[config.mk]
export PLATFORM = sky130hd
export DESIGN_NAME = led_pattern_gen
export DESIGN_NICKNAME = d
export VERILOG_FILES = /design/src/rtl/led_pattern_gen_pkg.sv /design/src/rtl/led_pattern_gen_tick_gen.sv /design/src/rtl/led_pattern_gen.sv
export SDC_FILE = /design/constraint.sdc
export NUM_CORES = 1
export LEC_CHECK = 0
export ABC_AREA = 1
export ABC_CLOCK_PERIOD_IN_PS = 2700
export CORE_UTILIZATION = 25
export CTS_BUF_LIST = sky130_fd_sc_hd__clkbuf_8
export DETAILED_ROUTE_END_ITERATION = 8
export PLACE_DENSITY = 0.52
export RECOVER_POWER = 25
export SYNTH_ARGS = -nofsm -noshare
export SYNTH_HDL_FRONTEND = slang
export SYNTH_SLANG_ARGS = --single-unit
export TNS_END_PERCENT = 100
[constraint.sdc]
create_clock -name clk -period 2.7 [get_ports clk]
set_input_delay 0.27 -clock clk [delete_from_list [all_inputs] [get_ports clk]]
set_output_delay 0.27 -clock clk [all_outputs]
set_load 0.05 [all_outputs]
[src/rtl/led_pattern_gen_pkg.sv]
// Shared definitions for the LED pattern generator: pattern mode and
// ping-pong direction encodings, reused by the mode controllers.
package led_pattern_gen_pkg;

    typedef enum logic [1:0] {
        MODE_ROTATE   = 2'd0,
        MODE_PINGPONG = 2'd1,
        MODE_COUNT    = 2'd2,
        MODE_BLINK    = 2'd3
    } mode_t;

    typedef enum logic {
        DIR_UP   = 1'b0,
        DIR_DOWN = 1'b1
    } dir_t;

endpackage

[src/rtl/led_pattern_gen_tick_gen.sv]
// Step prescaler: counts 0..DIV-1 while enabled and flags the wrap edge.
// clr restarts the period; it wins over en.
module tick_gen #(
    parameter int unsigned DIV = 12_500_000
) (
    input  logic clk,
    input  logic rst_n,
    input  logic en,
    input  logic clr,
    output logic tick
);

    localparam int unsigned CW = (DIV > 1) ? $clog2(DIV) : 1;

    logic [CW-1:0] cnt;

    assign tick = en && (cnt == CW'(DIV - 1));

    always_ff @(posedge clk or negedge rst_n) begin
        if (!rst_n) begin
            cnt <= '0;
        end else if (clr) begin
            cnt <= '0;
        end else if (en) begin
            cnt <= tick ? '0 : cnt + CW'(1);
        end
    end

endmodule

[src/rtl/led_pattern_gen.sv]
// N-LED pattern driver with four selectable patterns and a step strobe.
// All outputs come straight from registers.
module led_pattern_gen
    import led_pattern_gen_pkg::*;
#(
    parameter int unsigned LED_NUM  = 4,
    parameter int unsigned TICK_DIV = 12_500_000
) (
    input  logic               clk,
    input  logic               rst_n,
    input  logic               en,
    input  logic [1:0]         mode,
    output logic [LED_NUM-1:0] leds,
    output logic               step
);

    mode_t              mode_in, mode_q, mode_d;
    dir_t               dir_q, dir_d;
    logic [LED_NUM-1:0] leds_q, leds_d;
    logic               step_q, step_d;
    logic               mode_change;
    logic               tick;

    assign mode_in     = mode_t'(mode);
    assign mode_change = (mode_in != mode_q);

    function automatic logic [LED_NUM-1:0] init_of(input mode_t m);
        return (m == MODE_ROTATE || m == MODE_PINGPONG) ? LED_NUM'(1) : '0;
    endfunction

    tick_gen #(.DIV(TICK_DIV)) u_tick_gen (
        .clk   (clk),
        .rst_n (rst_n),
        .en    (en),
        .clr   (mode_change),
        .tick  (tick)
    );

    always_ff @(posedge clk or negedge rst_n) begin
        if (!rst_n) begin
            mode_q <= MODE_ROTATE;
            dir_q  <= DIR_UP;
            leds_q <= LED_NUM'(1);
            step_q <= 1'b0;
        end else begin
            mode_q <= mode_d;
            dir_q  <= dir_d;
            leds_q <= leds_d;
            step_q <= step_d;
        end
    end

    // A mode change restarts the pattern and swallows a coincident tick.
    always_comb begin
        mode_d = mode_q;
        dir_d  = dir_q;
        leds_d = leds_q;
        step_d = 1'b0;
        if (mode_change) begin
            mode_d = mode_in;
            dir_d  = DIR_UP;
            leds_d = init_of(mode_in);
        end else if (tick) begin
            step_d = 1'b1;
            case (mode_q)
                MODE_ROTATE: begin
                    if (!$onehot(leds_q))
                        leds_d = init_of(mode_q);
                    else
                        leds_d = (leds_q << 1) | (leds_q >> (LED_NUM - 1));
                end
                MODE_PINGPONG: begin
                    if (!$onehot(leds_q)) begin
                        leds_d = init_of(mode_q);
                        dir_d  = DIR_UP;
                    end else if (LED_NUM == 1) begin
                        leds_d = leds_q;
                    end else if (dir_q == DIR_UP) begin
                        // Turning at the MSB also moves one place in the same step.
                        if (leds_q[LED_NUM-1]) begin
                            dir_d  = DIR_DOWN;
                            leds_d = leds_q >> 1;
                        end else begin
                            leds_d = leds_q << 1;
                        end
                    end else begin
                        if (leds_q[0]) begin
                            dir_d  = DIR_UP;
                            leds_d = leds_q << 1;
                        end else begin
                            leds_d = leds_q >> 1;
                        end
                    end
                end
                MODE_COUNT: leds_d = leds_q + LED_NUM'(1);
                MODE_BLINK: leds_d = ~leds_q;
                default:    leds_d = init_of(mode_q);
            endcase
        end
    end

    always_comb begin
        leds = leds_q;
        step = step_q;
    end

endmodule

# After elaboration in Yosys (flattened, before gate mapping)
# Index checks and enable logic that the tools add are counted.
[classes]
add_sub_neg = 5
multipliers = 0
n_div = 0
n_lt_le_gt_ge = 0
eq_ne = 7
n_shift = 0
mux = 22
n_bitwise = 2
n_reduce_logical = 9
[ops]
columns = ["operator", "n"]
rows = [
  ["$mux 24", 3],
  ["$mux 4", 7],
  ["$add 24x1->24 const B", 1],
  ["$eq 24x24->1 const B", 1],
  ["$pmux 4 s4", 1],
  ["$mux 1", 11],
  ["$reduce_bool 2->1", 3],
  ["$add 1x1->2", 2],
  ["$add 4x1->4 const B", 1],
  ["$eq 2x1->1 const B", 2],
  ["$eq 2x2->1 const B", 2],
  ["$logic_not 2->1", 2],
  ["$not 4->4", 1],
  ["$or 4x1->4", 1],
  ["$add 2x2->3", 1],
  ["$eq 3x1->1 const B", 1],
  ["$logic_or 1x1->1", 2],
  ["$ne 2x2->1", 1],
  ["$reduce_and 2->1", 1],
  ["$logic_and 1x1->1", 1],
]
[totals]
reg_bits = 32
latchBits = 0
mem_bits_rw = 0
rom_bits = 0
inputBits = 5
out_inout_bits = 5
word_cells = 50
n_memories = 0

# Depth between registers and ports, before layout
# Gate-level depths: netlist (run 1).
[depth]
depth_word = 7
mapped_depth = 13
mapped_depth_nobuf = 13

# Cells and area by module
# From an unflattened synthesis (run 1), not the netlist that was laid out.
[unflattened]
hier_cells = 343
area_unflattened_um2 = 2289.7
[by_module_without_submodules]
columns = ["mod", "instances", "cells_per_inst", "area_each_um2", "seq_area_each_um2"]
rows = [
  ["tick_gen", 1, 235, 1579.0, 600.6],
  ["led_pattern_gen", 1, 108, 710.7, 201.4],
]

# Least setup slack after synthesis (run 1)
# Ideal clock, no wire load.
[synth_timing]
path_type = "flip-flop to flip-flop"
startpoint = "reg leds_q[0] (netlist: leds[0])"
endpoint = "reg leds_q[3] (netlist: leds[3])"
setup_ns = 0.066
t_arrival_ns = 2.491
required_time_ns = 2.634
setup_slack_ns = 0.143
stages_incl_launch_ff = 13
n_path_buf = 0
synth_period_minus_slack_ns = 2.557
path_cell_list = "dfstp_2 -> inv_1 -> fa_1 -> inv_1 -> ha_1 -> ha_1 -> nor2_1 -> nand2_1 -> inv_1 -> nand2_1 -> a22oi_1 -> nand3_1 -> nand2_1"
[synth_between]
elab_chain_len = 7
word_cells_on_any_way = 11
classes_between = "add/sub: 3; eq/ne: 1; mux: 7"
[synth_lines]
columns = ["element", "line_no", "source"]
rows = [
  ["from (decl)", "led_pattern_gen.sv:19", "logic [LED_NUM-1:0] leds_q, leds_d;"],
  ["from (signal assigned)", "led_pattern_gen.sv:48", "leds_q <= leds_d;"],
  ["$add 1x1->2 (implied by the code)", "led_pattern_gen.sv:67, led_pattern_gen.sv:73", ""],
  ["$add 2x2->3 (implied by the code)", "led_pattern_gen.sv:67, led_pattern_gen.sv:73", ""],
  ["$eq 3x1->1", "led_pattern_gen.sv:67, led_pattern_gen.sv:73", ""],
  ["$mux 4, on equally long branches", "led_pattern_gen.sv:73, led_pattern_gen.sv:67", ""],
  ["$pmux 4 s4 (*)", "led_pattern_gen.sv:65", "case (mode_q)"],
  ["$mux 4 (*)", "led_pattern_gen.sv:63", "end else if (tick) begin"],
  ["$mux 4 (*)", "led_pattern_gen.sv:59", "if (mode_change) begin"],
]
# Mark *: on every way between the ends. The rest lies on a longest branch, timed or not. The select of a mux whose other input is x is not followed.
# A chain may end at the register's enable or synchronous reset.

# Worst setup path in the final report (run 1)
# Same ends and word-level chain as after synthesis.

==> results of run 1 <==
==> worst max-delay path, cell delays in order (launching register included) <==
cell                      delay, ns
sky130_fd_sc_hd__dfstp_2       0.58
sky130_fd_sc_hd__inv_1         0.13
sky130_fd_sc_hd__fa_1          0.55
sky130_fd_sc_hd__inv_1         0.04
sky130_fd_sc_hd__ha_1          0.17
sky130_fd_sc_hd__ha_1          0.26
sky130_fd_sc_hd__nor2_1        0.13
sky130_fd_sc_hd__nand2_2       0.10
sky130_fd_sc_hd__inv_2         0.08
sky130_fd_sc_hd__nand2_1       0.05
sky130_fd_sc_hd__a22oi_1       0.15
sky130_fd_sc_hd__nand3_1       0.09
sky130_fd_sc_hd__nand2_1       0.06
==> registers in the layout, summed over array words and instances (netlist names) <==
name            flops
dir_q               1
leds                4
mode_q              2
step                1
u_tick_gen.cnt     24
==> cell usage in the layout, fill, tap and decap left out, types with 2 or more instances in the layout <==
cell type	count
sky130_fd_sc_hd__xor2_1	2
sky130_fd_sc_hd__nand2_2	5
sky130_fd_sc_hd__ha_1	5
sky130_fd_sc_hd__nand3_1	26
sky130_fd_sc_hd__inv_1	46
sky130_fd_sc_hd__clkdlybuf4s50_1	6
sky130_fd_sc_hd__dfrtp_1	31
sky130_fd_sc_hd__nor2_1	53
sky130_fd_sc_hd__dlygate4sd3_1	3
sky130_fd_sc_hd__o21ai_1	2
sky130_fd_sc_hd__inv_2	6
sky130_fd_sc_hd__nand4_1	15
sky130_fd_sc_hd__nor3_1	10
sky130_fd_sc_hd__nor2_2	9
sky130_fd_sc_hd__nand2_1	108
sky130_fd_sc_hd__o21ai_0	15
sky130_fd_sc_hd__a21oi_1	6
sky130_fd_sc_hd__clkbuf_8	5
sky130_fd_sc_hd__buf_4	2
==> layer usage <==
| metal | vias to the layer above | wire, µm |
|---|---|---|
| li1 | 1138 | - |
| met1 | 972 | 2917 |
| met2 | 28 | 2628 |
| met3 | 8 | 96 |
| met4 | 0 | 78 |
| met5 | - | 0 |
==> logic make-up (layout without fill, tap and decap cells) <==
family | after synthesis | in the layout | share of synthesized area
AND/OR/NAND/NOR | 232 | 232 | 0.4520
buffers and inverters | 55 | 70 | 0.09702
flip-flops | 32 | 32 | 0.3474
AO/OA/AOI/OAI | 25 | 25 | 0.05637
adder cells (fa/ha/maj) | 6 | 6 | 0.03577
XOR/XNOR | 3 | 3 | 0.01138
==> how the worst min path moves through the flow <==
stage	start	to	cells after the start
after detailed placement	leds[0]	leds[0]	2
after global placement	leds[0]	leds[0]	2
after global routing	leds[0]	leds[0]	2
after CTS	rst_n	u_tick_gen.cnt[21]	2
after floorplan	rst_n	dir_q	0
final	leds[0]	leds[0]	2
==> stage by stage <==
stage,total power [mW],hold slack [ns],instances,setup WS [ns]
5_1_grt,0.9761,0.5597,476,0.02911
2_1_floorplan,0.5626,-0.02559,353,0.1429
3_5_place_dp,0.5993,0.5002,468,0.2190
3_3_place_gp,0.5998,0.4947,468,0.2462
6_report,0.9330,0.5091,476,0.2602
4_1_cts,0.9488,0.4027,476,0.2129
==> final cells by class <==
cell class              instances  area (µm²)
clock buffers                   5       68.82
clock inverters                 3       11.26
fillers                       963        6248
inverters                      50       188.9
multi-input cells             266        1285
flip-flops and latches         32       802.0
well taps                     108       135.1
repair buffers                 12       108.9
==> power by group through the flow <==
stage | registers (mW) | logic [mW] | clock network [mW]
global placement | 0.501 | 0.0992 | 0
floorplan | 0.508 | 0.0547 | 0
detailed placement | 0.502 | 0.0978 | 0
CTS | 0.492 | 0.0983 | 0.358
global route | 0.494 | 0.110 | 0.372
finish | 0.492 | 0.0964 | 0.344
==> repair_timing <==
action	4_1_cts	5_1_grt
endpoints found under the hold margin	0	0
gates resized for setup	0	2
endpoints found under the setup margin	0	2
==> results_tabular.tex, run 1 <==
\begin{tabular}{lr}
\hline
Metric & Value \\
\hline
\multicolumn{2}{l}{\textbf{Detailed routing}} \\
DRC violation total after the first TritonRoute iteration & 100 \\
Final wirelength & 5721 µm \\
Routed WL per cell & 12.02 µm \\
Count of unresolved DRC violations after routing & 0 \\
Via density per instance & 4.508 \\
Post-route antenna net violation count & 0 \\
Initial DRT Pass Iterations & 4 \\
Via total after detailed routing & 2146 \\
\multicolumn{2}{l}{\textbf{Power}} \\
Reported net switching power & 0.2494 mW \\
Power share of the clock group & 0.369 \\
Net switching share of the total power & 0.2673 \\
Max IR drop VDD & 0.0001481 V \\
Leakage & 1.188 nW \\
Combinational share of power & 0.103 \\
Power density over the cells & 358.8 nW/µm² \\
Internal Dissipation & 0.6835 mW \\
Sequential cell fraction of total power & 0.528 \\
\multicolumn{2}{l}{\textbf{Synthesis}} \\
Synth Warn \# & 0 \\
Commonest cells post-synth & 109 x sky130\_fd\_sc\_hd\_\_nand2\_1, 53 x sky130\_fd\_sc\_hd\_\_nor2\_1, 44 x sky130\_fd\_sc\_hd\_\_inv\_1 \\
Count of different cell masters after synthesis & 30 \\
Post-Synthesis Cell Area & 2308 µm² \\
Synth Instances & 353 \\
Top cell type's share of synthesized area & 0.3360 \\
Number of enable flip-flop cells after synthesis & 0 \\
Portion of the post-synthesis area used by sequential elements & 0.3474 \\
FF+latch count, synth & 32 \\
Avg Inst Size Synth & 6.540 µm² \\
Asr flop ratio synth & 1.000 \\
Net count after synthesis & 364 \\
Cell types occupying the most area after synthesis & sky130\_fd\_sc\_hd\_\_dfrtp\_1 34\%, sky130\_fd\_sc\_hd\_\_nand2\_1 18\%, sky130\_fd\_sc\_hd\_\_nor2\_1 8.6\%, sky130\_fd\_sc\_hd\_\_inv\_1 7.2\%, sky130\_fd\_sc\_hd\_\_nand3\_1 5.6\% \\
Cell type contributing the most total cell area after synthesis & sky130\_fd\_sc\_hd\_\_dfrtp\_1 \\
Most numerous cell in the Yosys netlist & sky130\_fd\_sc\_hd\_\_nand2\_1 \\
Dominant register cell in the synthesized netlist & sky130\_fd\_sc\_hd\_\_dfrtp\_1 \\
\multicolumn{2}{l}{\textbf{GRT}} \\
Global-route congestion overflow total & 0 \\
Via count of the first global-routing pass & 2139 \\
Largest net degree at the start of global routing & 33 \\
GR peak layer & met2 \\
Met2 usage in global routing & 0.2059 \\
Wire length of the first global-routing pass & 9963 µm \\
Global Route met1 Usage & 0.1738 \\
Antenna violations before repair & 0 \\
M3 GR Usage & 0.01933 \\
Total routing usage reported by global routing & 0.1275 \\
\multicolumn{2}{l}{\textbf{Layout}} \\
Design area & 2600 µm² \\
Post-synthesis to final-layout area growth & 12.63\% \\
Final layout net count & 378 \\
Post-layout util & 0.2938 \\
Diodes inserted & 0 \\
Layout cells sized above 1 & 0.09511 \\
\multicolumn{2}{l}{\textbf{Clock tree}} \\
Post CTS Setup Buffer Count & 0 \\
CTS root buffer & sky130\_fd\_sc\_hd\_\_clkbuf\_8 \\
CTS tree & built \\
Clock input transition at the sequential cells of the worst setup and hold paths & 0.07 ns \\
Clock latency on the worst-skew pair & 0.28 ns \\
CTS H-tree lvls & 2 \\
Number of clock buffers inserted by TritonCTS & 5 \\
Hold-fix buffers at CTS & 0 \\
Buffer depth of the longest clock path & 2 \\
Number of sinks on the clock net & 32 \\
\multicolumn{2}{l}{\textbf{Timing}} \\
Accumulated negative setup slack & 0 ns \\
Maximum operating frequency & 409.9 MHz \\
Hold Violations, Final & 0 \\
RSZ-0062 raised after global routing & false \\
Slew at the pin closest to its max-slew limit & 1.776 ns \\
Final worst path period need & 2.440 ns \\
Setup-failing EPs final & 0 \\
Max-slew violation count & 33 \\
Relative slew slack & -0.1842 \\
Maximum clock skew at final layout & 0.007719 ns \\
Post-route fraction of the period consumed by the critical path & 0.9036 \\
\multicolumn{2}{l}{\textbf{Worst setup path}} \\
Worst R2R Setup Slack & 0.26 ns \\
Last element of the critical path & leds[3] \\
Source of the critical timing path & leds[0] \\
WP data arrival & 2.66 ns \\
Startpoint class of the critical path & register \\
Required time of the critical path & 2.92 ns \\
Setup crit end kind & register \\
Worst-path maximum fanout & 6 \\
Setup Crit Path Kind & register to register \\
Critical register-to-register path endpoint & leds[3] \\
Worst r2r path cells & 12 \\
Launching point of the worst reg2reg path & leds[0] \\
\multicolumn{2}{l}{\textbf{Die}} \\
Placeable core region & 8848 µm² \\
Starting utilization of the core area & 0.2609 \\
Die W & 98.09 µm \\
Cell row count & 34 \\
Die footprint & 9622 µm² \\
I/O Pins & 10 \\
Vert. Die Dim & 98.09 µm \\
\multicolumn{2}{l}{\textbf{Job}} \\
Total of max-cap violations & 1 \\
\multicolumn{2}{l}{\textbf{Place}} \\
I/O Buffers & 9 \\
DP HPWL & 4411 µm \\
Cell Area, Placed & 2521 µm² \\
GPL Wtd Cong & 0.8393 \\
\multicolumn{2}{l}{\textbf{Min path}} \\
Class of the tightest hold or removal check & register to register \\
\multicolumn{2}{l}{\textbf{Outcome}} \\
Violations in the final reports & capacitance limit, slew limit \\
Outcome & complete, but fails checks \\
\hline
\end{tabular}
No activity file was read; power rests on OpenSTA's default activity.
==> run 2: changes to the inputs <==
--- a/config.mk
+++ b/config.mk
@@ -7,11 +7,15 @@
 export LEC_CHECK = 0
 export ABC_AREA = 1
 export ABC_CLOCK_PERIOD_IN_PS = 2700
+export CELL_PAD_IN_SITES_DETAIL_PLACEMENT = 0
+export CELL_PAD_IN_SITES_GLOBAL_PLACEMENT = 1
 export CORE_UTILIZATION = 25
 export CTS_BUF_LIST = sky130_fd_sc_hd__clkbuf_8
 export DETAILED_ROUTE_END_ITERATION = 8
-export PLACE_DENSITY = 0.52
+export PLACE_DENSITY = 0.63
 export RECOVER_POWER = 25
+export REMOVE_ABC_BUFFERS = 1
+export SETUP_SLACK_MARGIN = 0.2
 export SYNTH_ARGS = -nofsm -noshare
 export SYNTH_HDL_FRONTEND = slang
 export SYNTH_SLANG_ARGS = --single-unit
==> results_tabular.tex, run 2 (synthesized netlist as in run 1, its figures left out) <==
\begin{tabular}{lr}
\hline
Metric & Value \\
\hline
\multicolumn{2}{l}{\textbf{Outcome}} \\
Outcome & complete, but fails checks (unchanged) \\
Violations in the final reports & DRC, capacitance limit, slew limit (was capacitance limit, slew limit) \\
\multicolumn{2}{l}{\textbf{Layout}} \\
Post-layout util & 0.2958 (was 0.2938) \\
Final layout net count & 378 (unchanged) \\
Most flops, register & u\_tick\_gen.cnt (unchanged) \\
Most frequent standard cell in the layout excluding fill and tap cells & sky130\_fd\_sc\_hd\_\_nand2\_1 (unchanged) \\
Leading cell types in the layout, fill and taps excluded & 108 x sky130\_fd\_sc\_hd\_\_nand2\_1, 53 x sky130\_fd\_sc\_hd\_\_nor2\_1, 43 x sky130\_fd\_sc\_hd\_\_inv\_1 (was 108 x sky130\_fd\_sc\_hd\_\_nand2\_1, 53 x sky130\_fd\_sc\_hd\_\_nor2\_1, 46 x sky130\_fd\_sc\_hd\_\_inv\_1) \\
Flip-flop count of the largest register, all copies and words added & 24 (unchanged) \\
Post-synthesis to final-layout area growth & 13.39\% (was 12.63\%) \\
Number of filler cells placed in the layout & 1000 (was 963) \\
Diodes inserted & 0 (unchanged) \\
Multi-input combinational cell area & 1285 µm² (unchanged) \\
Layout cells sized above 1 & 0.1060 (was 0.09511) \\
Register area & 802.0 µm² (unchanged) \\
\multicolumn{2}{l}{\textbf{GRT}} \\
Global-route congestion overflow total & 0 (unchanged) \\
Via count of the first global-routing pass & 2196 (was 2139) \\
Largest net degree at the start of global routing & 33 (unchanged) \\
Antenna violations before repair & 0 (unchanged) \\
Wire length of the first global-routing pass & 10870 µm (was 9963 µm) \\
Total routing usage reported by global routing & 0.1418 (was 0.1275) \\
\multicolumn{2}{l}{\textbf{Die}} \\
Starting utilization of the core area & 0.2609 (unchanged) \\
Die footprint & 9622 µm² (unchanged) \\
Die W & 98.09 µm (unchanged) \\
Placeable core region & 8848 µm² (unchanged) \\
Cell row count & 34 (unchanged) \\
I/O Pins & 10 (unchanged) \\
Vert. Die Dim & 98.09 µm (unchanged) \\
\multicolumn{2}{l}{\textbf{Power}} \\
Max IR drop VDD & 0.0001957 V (was 0.0001481 V) \\
Reported net switching power & 0.2742 mW (was 0.2494 mW) \\
Combinational share of power & 0.100 (was 0.103) \\
Leakage & 1.191 nW (was 1.188 nW) \\
Power share of the clock group & 0.417 (was 0.369) \\
Sequential cell fraction of total power & 0.483 (was 0.528) \\
Internal Dissipation & 0.7423 mW (was 0.6835 mW) \\
Net switching share of the total power & 0.2697 (was 0.2673) \\
Power density over the cells & 388.3 nW/µm² (was 358.8 nW/µm²) \\
\multicolumn{2}{l}{\textbf{Detailed routing}} \\
Routed WL per cell & 12.97 µm (was 12.02 µm) \\
Met2 Wirelength & 2714 µm (was 2628 µm) \\
DRC violation total after the first TritonRoute iteration & 153 (was 100) \\
Highest signal layer in the routed design & met4 (unchanged) \\
Initial DRT Pass Iterations & 7 (was 4) \\
Count of unresolved DRC violations after routing & 2 (was 0) \\
Via total after detailed routing & 2157 (was 2146) \\
Post-route antenna net violation count & 0 (unchanged) \\
Final wirelength & 6175 µm (was 5721 µm) \\
Via density per instance & 4.532 (was 4.508) \\
Sum of met3 wire segment lengths after detailed routing & 225 µm (was 96 µm) \\
Met1 wire length & 3177 µm (was 2917 µm) \\
\multicolumn{2}{l}{\textbf{Place}} \\
GPL Wtd Cong & 0.8768 (was 0.8393) \\
Setup WS pre-CTS & 0.1921 ns (was 0.2190 ns) \\
DP HPWL & 4672 µm (was 4411 µm) \\
I/O Buffers & 9 (unchanged) \\
\multicolumn{2}{l}{\textbf{Clock tree}} \\
Number of sinks on the clock net & 32 (unchanged) \\
CTS tree & built (unchanged) \\
Buffer depth of the longest clock path & 2 (unchanged) \\
CTS H-tree lvls & 2 (unchanged) \\
Number of clock buffers inserted by TritonCTS & 5 (unchanged) \\
Clock input transition at the sequential cells of the worst setup and hold paths & 0.08 ns (was 0.07 ns) \\
Clock latency on the worst-skew pair & 0.29 ns (was 0.28 ns) \\
CTS root buffer & sky130\_fd\_sc\_hd\_\_clkbuf\_8 (unchanged) \\
\multicolumn{2}{l}{\textbf{Worst setup path}} \\
Count of buffer and inverter cells on the critical path & 3 (unchanged) \\
Cell with the largest stage delay on the worst path & sky130\_fd\_sc\_hd\_\_dfstp\_2 (unchanged) \\
Launching point of the worst reg2reg path & leds[0] (unchanged) \\
WP data arrival & 2.59 ns (was 2.66 ns) \\
Required time of the critical path & 2.92 ns (about the same) \\
Startpoint class of the critical path & register (unchanged) \\
Delay of the slowest critical-path stage & 0.55 ns (was 0.58 ns) \\
Worst R2R Setup Slack & 0.33 ns (was 0.26 ns) \\
Worst-path maximum fanout & 6 (unchanged) \\
Cell chain of the critical path & inv\_2 -> fa\_1 -> inv\_1 -> ha\_1 -> ha\_1 -> nor2\_1 -> nand2\_2 -> inv\_2 -> nand2\_1 -> a22oi\_1 -> nand3\_1 -> nand2\_1 (was inv\_1 -> fa\_1 -> inv\_1 -> ha\_1 -> ha\_1 -> nor2\_1 -> nand2\_2 -> inv\_2 -> nand2\_1 -> a22oi\_1 -> nand3\_1 -> nand2\_1) \\
Setup Crit Path Kind & register to register (unchanged) \\
Crit-path leading delay family & adder cells (unchanged) \\
Setup crit end kind & register (unchanged) \\
Worst r2r path cells & 12 (unchanged) \\
Critical register-to-register path endpoint & leds[3] (unchanged) \\
\multicolumn{2}{l}{\textbf{Timing}} \\
Maximum clock skew at final layout & 0.01142 ns (was 0.007719 ns) \\
Hold Worst Slack & 0.4527 ns (was 0.5091 ns) \\
Relative slew slack & -0.1954 (was -0.1842) \\
Final worst path period need & 2.366 ns (was 2.440 ns) \\
Post-route fraction of the period consumed by the critical path & 0.8764 (was 0.9036) \\
Setup-failing EPs final & 0 (unchanged) \\
Accumulated negative setup slack & 0 ns (unchanged) \\
RSZ-0062 raised after global routing & false (unchanged) \\
Worst path setup slack after routing & 0.3337 ns (was 0.2602 ns) \\
Slew at the pin closest to its max-slew limit & 1.793 ns (was 1.776 ns) \\
Max-slew violation count & 33 (unchanged) \\
Maximum operating frequency & 422.6 MHz (was 409.9 MHz) \\
Hold Violations, Final & 0 (unchanged) \\
\multicolumn{2}{l}{\textbf{Job}} \\
Total of max-cap violations & 1 (unchanged) \\
\multicolumn{2}{l}{\textbf{Min path}} \\
Class of the tightest hold or removal check & primary input to asynchronous set/reset pin (was register to register) \\
\hline
\end{tabular}
==> run 2: worst max path at each step <==
stage | startpoint | endpoint | slack, ns | depth (start not counted)
2_1_floorplan | leds[0] | leds[3] | 0.14 | 12
3_3_place_gp | leds[0] | leds[0] | 0.25 | 13
3_5_place_dp | leds[0] | leds[3] | 0.19 | 12
4_1_cts | leds[0] | leds[3] | 0.23 | 12
5_1_grt | leds[0] | leds[3] | 0.19 | 12
6_report | leds[0] | leds[3] | 0.33 | 12
==> run 2: layout make-up <==
class,count,share of cell area
Clock buffer,7,0.03681
Clock inverter,1,0.001434
Inverter,50,0.07218
Multi-Input combinational cell,266,0.4909
Sequential cell,32,0.3064
Tap cell,108,0.05163
Timing Repair Buffer,12,0.04063
==> run 2: repair_timing <==
action                                  in CTS  in global routing
pin swaps                                    0                  2
hold buffers                                 0                  0
hold endpoints to repair                     0                  0
buffers inserted                             0                  1
endpoints found under the setup margin       1                  4
gates resized for setup                      1                  3
==> run 2: per-stage QoR <==
stage               cells  instance area (µm²)  power (mW)
finish                476                 2618       1.016
global route          476                 2618       1.057
global placement      467                 2509      0.6008
detailed placement    467                 2509      0.5989
floorplan             348                 2273      0.5581
CTS                   475                 2609       1.028
==> run 2: per-layer routing <==
metal	GRT usage	vias up
met5	0	-
met4	0.03497	0
met3	0.02219	5
met2	0.2216	38
met1	0.2034	974
li1	-	1140
==> run 2: power by group through the flow <==
stage          combinational (mW)  sequential, mW  clock [mW]
3_5_place_dp               0.0972           0.502           0
6_report                    0.102           0.491       0.424
4_1_cts                    0.0978           0.493       0.438
5_1_grt                     0.115           0.491       0.451
3_3_place_gp               0.0997           0.501           0
2_1_floorplan              0.0502           0.508           0
==> run 3: changes to the inputs <==
--- a/config.mk
+++ b/config.mk
@@ -5,14 +5,14 @@
 export SDC_FILE = /design/constraint.sdc
 export NUM_CORES = 1
 export LEC_CHECK = 0
-export ABC_AREA = 1
+export ABC_AREA = 0
 export ABC_CLOCK_PERIOD_IN_PS = 2700
 export CELL_PAD_IN_SITES_DETAIL_PLACEMENT = 0
 export CELL_PAD_IN_SITES_GLOBAL_PLACEMENT = 1
 export CORE_UTILIZATION = 25
 export CTS_BUF_LIST = sky130_fd_sc_hd__clkbuf_8
 export DETAILED_ROUTE_END_ITERATION = 8
-export PLACE_DENSITY = 0.63
+export PLACE_DENSITY = 0.6
 export RECOVER_POWER = 25
 export REMOVE_ABC_BUFFERS = 1
 export SETUP_SLACK_MARGIN = 0.2
==> results_tabular.tex, run 3 <==
\begin{tabular}{lr}
\hline
Metric & Value \\
\hline
\multicolumn{2}{l}{\textbf{Layout}} \\
Leading cell types in the layout, fill and taps excluded & 31 x sky130\_fd\_sc\_hd\_\_dfrtp\_1, 19 x sky130\_fd\_sc\_hd\_\_nor2\_1, 17 x sky130\_fd\_sc\_hd\_\_buf\_4 (was 108 x sky130\_fd\_sc\_hd\_\_nand2\_1, 53 x sky130\_fd\_sc\_hd\_\_nor2\_1, 43 x sky130\_fd\_sc\_hd\_\_inv\_1) \\
Flip-flop count of the largest register, all copies and words added & 24 (unchanged) \\
Diodes inserted & 0 (unchanged) \\
Design area & 2415 µm² (was 2618 µm²) \\
Final layout net count & 252 (was 378) \\
Layout cells sized above 1 & 0.1736 (was 0.1060) \\
Most flops, register & u\_tick\_gen.cnt (unchanged) \\
Most frequent standard cell in the layout excluding fill and tap cells & sky130\_fd\_sc\_hd\_\_dfrtp\_1 (was sky130\_fd\_sc\_hd\_\_nand2\_1) \\
Post-layout util & 0.3277 (was 0.2958) \\
Post-synthesis to final-layout area growth & 25.32\% (was 13.39\%) \\
Number of filler cells placed in the layout & 795 (was 1000) \\
\multicolumn{2}{l}{\textbf{Synthesis}} \\
Synth Instances & 214 (was 353) \\
FF+latch count, synth & 32 (unchanged) \\
Most numerous cell in the Yosys netlist & sky130\_fd\_sc\_hd\_\_dfrtp\_1 (was sky130\_fd\_sc\_hd\_\_nand2\_1) \\
Commonest cells post-synth & 31 x sky130\_fd\_sc\_hd\_\_dfrtp\_1, 20 x sky130\_fd\_sc\_hd\_\_nor2\_1, 16 x sky130\_fd\_sc\_hd\_\_nand2\_1 (was 109 x sky130\_fd\_sc\_hd\_\_nand2\_1, 53 x sky130\_fd\_sc\_hd\_\_nor2\_1, 44 x sky130\_fd\_sc\_hd\_\_inv\_1) \\
Synth Warn \# & 0 (unchanged) \\
Top cell type's share of synthesized area & 0.4026 (was 0.3360) \\
Count of different cell masters after synthesis & 44 (was 30) \\
Avg Inst Size Synth & 9.004 µm² (was 6.540 µm²) \\
Number of enable flip-flop cells after synthesis & 0 (unchanged) \\
Post-Synthesis Cell Area & 1927 µm² (was 2308 µm²) \\
Cell types occupying the most area after synthesis & sky130\_fd\_sc\_hd\_\_dfrtp\_1 40\%, sky130\_fd\_sc\_hd\_\_xnor2\_1 6.8\%, sky130\_fd\_sc\_hd\_\_nand3\_1 3.9\%, sky130\_fd\_sc\_hd\_\_nor2\_1 3.9\%, sky130\_fd\_sc\_hd\_\_ha\_1 3.2\% (was sky130\_fd\_sc\_hd\_\_dfrtp\_1 34\%, sky130\_fd\_sc\_hd\_\_nand2\_1 18\%, sky130\_fd\_sc\_hd\_\_nor2\_1 8.6\%, sky130\_fd\_sc\_hd\_\_inv\_1 7.2\%, sky130\_fd\_sc\_hd\_\_nand3\_1 5.6\%) \\
Dominant register cell in the synthesized netlist & sky130\_fd\_sc\_hd\_\_dfrtp\_1 (unchanged) \\
Cell type contributing the most total cell area after synthesis & sky130\_fd\_sc\_hd\_\_dfrtp\_1 (unchanged) \\
Asr flop ratio synth & 1.000 (unchanged) \\
Portion of the post-synthesis area used by sequential elements & 0.4162 (was 0.3474) \\
\multicolumn{2}{l}{\textbf{Worst setup path}} \\
Setup crit end kind & register (unchanged) \\
Setup Crit Path Kind & register to register (unchanged) \\
Worst R2R Setup Slack & -0.10 ns (was 0.33 ns) \\
Startpoint class of the critical path & register (unchanged) \\
Worst r2r path cells & 10 (was 12) \\
WP data arrival & 3.01 ns (was 2.59 ns) \\
Critical register-to-register path endpoint & leds[0] (was leds[3]) \\
Required time of the critical path & 2.91 ns (was 2.92 ns) \\
Launching point of the worst reg2reg path & leds[0] (unchanged) \\
Worst-path maximum fanout & 2 (was 6) \\
\multicolumn{2}{l}{\textbf{Die}} \\
Cell row count & 31 (was 34) \\
Starting utilization of the core area & 0.2615 (was 0.2609) \\
Die W & 89.79 µm (was 98.09 µm) \\
Placeable core region & 7370 µm² (was 8848 µm²) \\
Die footprint & 8062 µm² (was 9622 µm²) \\
I/O Pins & 10 (unchanged) \\
Vert. Die Dim & 89.79 µm (was 98.09 µm) \\
\multicolumn{2}{l}{\textbf{Timing}} \\
Worst path setup slack after routing & -0.1033 ns (was 0.3337 ns) \\
Post-route fraction of the period consumed by the critical path & 1.038 (was 0.8764) \\
Setup-failing EPs final & 2 (was 0) \\
Hold Violations, Final & 0 (unchanged) \\
Maximum operating frequency & 356.7 MHz (was 422.6 MHz) \\
Max-slew violation count & 33 (unchanged) \\
Accumulated negative setup slack & -0.1562 ns (was 0 ns) \\
Relative slew slack & -0.2087 (was -0.1954) \\
Final worst path period need & 2.803 ns (was 2.366 ns) \\
Hold Worst Slack & 0.5093 ns (was 0.4527 ns) \\
Maximum clock skew at final layout & 0.005478 ns (was 0.01142 ns) \\
Slew at the pin closest to its max-slew limit & 1.813 ns (was 1.793 ns) \\
RSZ-0062 raised after global routing & true (was false) \\
\multicolumn{2}{l}{\textbf{GRT}} \\
Largest net degree at the start of global routing & 33 (unchanged) \\
Total routing usage reported by global routing & 0.1263 (was 0.1418) \\
Global-route congestion overflow total & 0 (unchanged) \\
Wire length of the first global-routing pass & 8190 µm (was 10870 µm) \\
Via count of the first global-routing pass & 1636 (was 2196) \\
Antenna violations before repair & 0 (unchanged) \\
\multicolumn{2}{l}{\textbf{Detailed routing}} \\
Sum of met3 wire segment lengths after detailed routing & 123 µm (was 225 µm) \\
Post-route antenna net violation count & 0 (unchanged) \\
Via total after detailed routing & 1638 (was 2157) \\
Routed WL per cell & 13.89 µm (was 12.97 µm) \\
Count of unresolved DRC violations after routing & 0 (was 2) \\
DRC violation total after the first TritonRoute iteration & 78 (was 153) \\
Highest signal layer in the routed design & met4 (unchanged) \\
Final wirelength & 4737 µm (was 6175 µm) \\
Initial DRT Pass Iterations & 4 (was 7) \\
Via density per instance & 4.804 (was 4.532) \\
Met1 wire length & 2411 µm (was 3177 µm) \\
Met2 Wirelength & 2175 µm (was 2714 µm) \\
\multicolumn{2}{l}{\textbf{Place}} \\
DP HPWL & 3326 µm (was 4672 µm) \\
I/O Buffers & 9 (unchanged) \\
Cell Area, Placed & 2223 µm² (was 2509 µm²) \\
GPL Wtd Cong & 0.7535 (was 0.8768) \\
\multicolumn{2}{l}{\textbf{Min path}} \\
Class of the tightest hold or removal check & register to register (was primary input to asynchronous set/reset pin) \\
Startpoint of the tightest hold check path & u\_tick\_gen.cnt[21] \\
Terminating pin of the worst hold path & u\_tick\_gen.cnt[21] \\
Worst hold stages & 1 \\
\multicolumn{2}{l}{\textbf{Clock tree}} \\
Clock latency on the worst-skew pair & 0.28 ns (was 0.29 ns) \\
CTS tree & built (unchanged) \\
Hold-fix buffers at CTS & 0 (unchanged) \\
Number of clock buffers inserted by TritonCTS & 5 (unchanged) \\
Clock input transition at the sequential cells of the worst setup and hold paths & 0.07 ns (was 0.08 ns) \\
Buffer depth of the longest clock path & 2 (unchanged) \\
CTS H-tree lvls & 2 (unchanged) \\
Number of sinks on the clock net & 32 (unchanged) \\
CTS root buffer & sky130\_fd\_sc\_hd\_\_clkbuf\_8 (unchanged) \\
\multicolumn{2}{l}{\textbf{Power}} \\
Max IR drop VDD & 0.0001512 V (was 0.0001957 V) \\
Leakage & 0.9596 nW (was 1.191 nW) \\
Power density over the cells & 447.6 nW/µm² (was 388.3 nW/µm²) \\
Final total power & 1.081 mW (was 1.016 mW) \\
\multicolumn{2}{l}{\textbf{Outcome}} \\
Outcome & complete, but fails checks (unchanged) \\
Violations in the final reports & capacitance limit, slew limit, setup timing (was DRC, capacitance limit, slew limit) \\
\multicolumn{2}{l}{\textbf{Job}} \\
Total of max-cap violations & 1 (unchanged) \\
\hline
\end{tabular}
[run 3: cell type report]
cell class                      instances  area [µm²]  area share
Multi-Input combinational cell        163        1100      0.4554
Sequential cell                        32       802.0      0.3321
Timing Repair Buffer                   29       244.0      0.1010
Tap cell                               99       123.9     0.05130
Clock buffer                            5       68.82     0.02850
Clock inverter                          3       38.79     0.01606
Inverter                               10       37.54     0.01554
[run 3: worst max-delay path by stage]
stage,startpoint,to,cells after the start
final,leds[0],leds[0],10
after CTS,leds[0],leds[0],10
after floorplan,leds[0],leds[0],10
after global placement,leds[0],leds[0],10
after global routing,leds[0],leds[0],10
after detailed placement,leds[0],leds[0],10
[run 3: cell families after synthesis]
logic type               share of synthesized area
AND/OR/NAND/NOR                             0.2636
flip-flops                                  0.4162
multiplexers                               0.01559
buffers and inverters                      0.03896
AO/OA/AOI/OAI                               0.1279
adder cells (fa/ha/maj)                    0.04286
XOR/XNOR                                   0.09481
[run 3: through the flow]
stage / std cells / worst slack [ns]
after global placement: 329 / -0.3231
after floorplan: 205 / -0.6290
after CTS: 339 / -0.1792
after detailed placement: 329 / -0.3733
final: 341 / -0.1033
after global routing: 341 / -0.1627
[run 3: per-layer routing]
metal,up-vias,track usage
li1,816,-
met1,803,0.1768
met2,17,0.1962
met3,2,0.02792
met4,0,0.03279
met5,-,0
[run 3: what timing repair did]
item | in CTS | in global routing
pin swaps | 8 | 8
endpoints found under the setup margin | 4 | 4
resized for setup | 7 | 8
buffers inserted | 2 | 2
[run 3: worst max-delay path, stage by stage (launching register included)]
cell                      delay [ns]
sky130_fd_sc_hd__dfstp_2        0.54
sky130_fd_sc_hd__inv_2          0.04
sky130_fd_sc_hd__fa_1           0.47
sky130_fd_sc_hd__inv_1          0.05
sky130_fd_sc_hd__ha_2           0.17
sky130_fd_sc_hd__ha_4           0.22
sky130_fd_sc_hd__or4b_4         0.54
sky130_fd_sc_hd__a311o_1        0.30
sky130_fd_sc_hd__a32o_1         0.20
sky130_fd_sc_hd__mux2i_1        0.12
sky130_fd_sc_hd__a22oi_1        0.09
[run 3: report_power, final]
part | internal, mW | total (mW) | switching, mW | leakage (nW)
Sequential | 0.485 | 0.492 | 0.00684 | 0.439
Clock | 0.270 | 0.460 | 0.190 | 0.0593
Combinational | 0.0529 | 0.129 | 0.0756 | 0.462
Total | 0.808 | 1.08 | 0.272 | 0.960
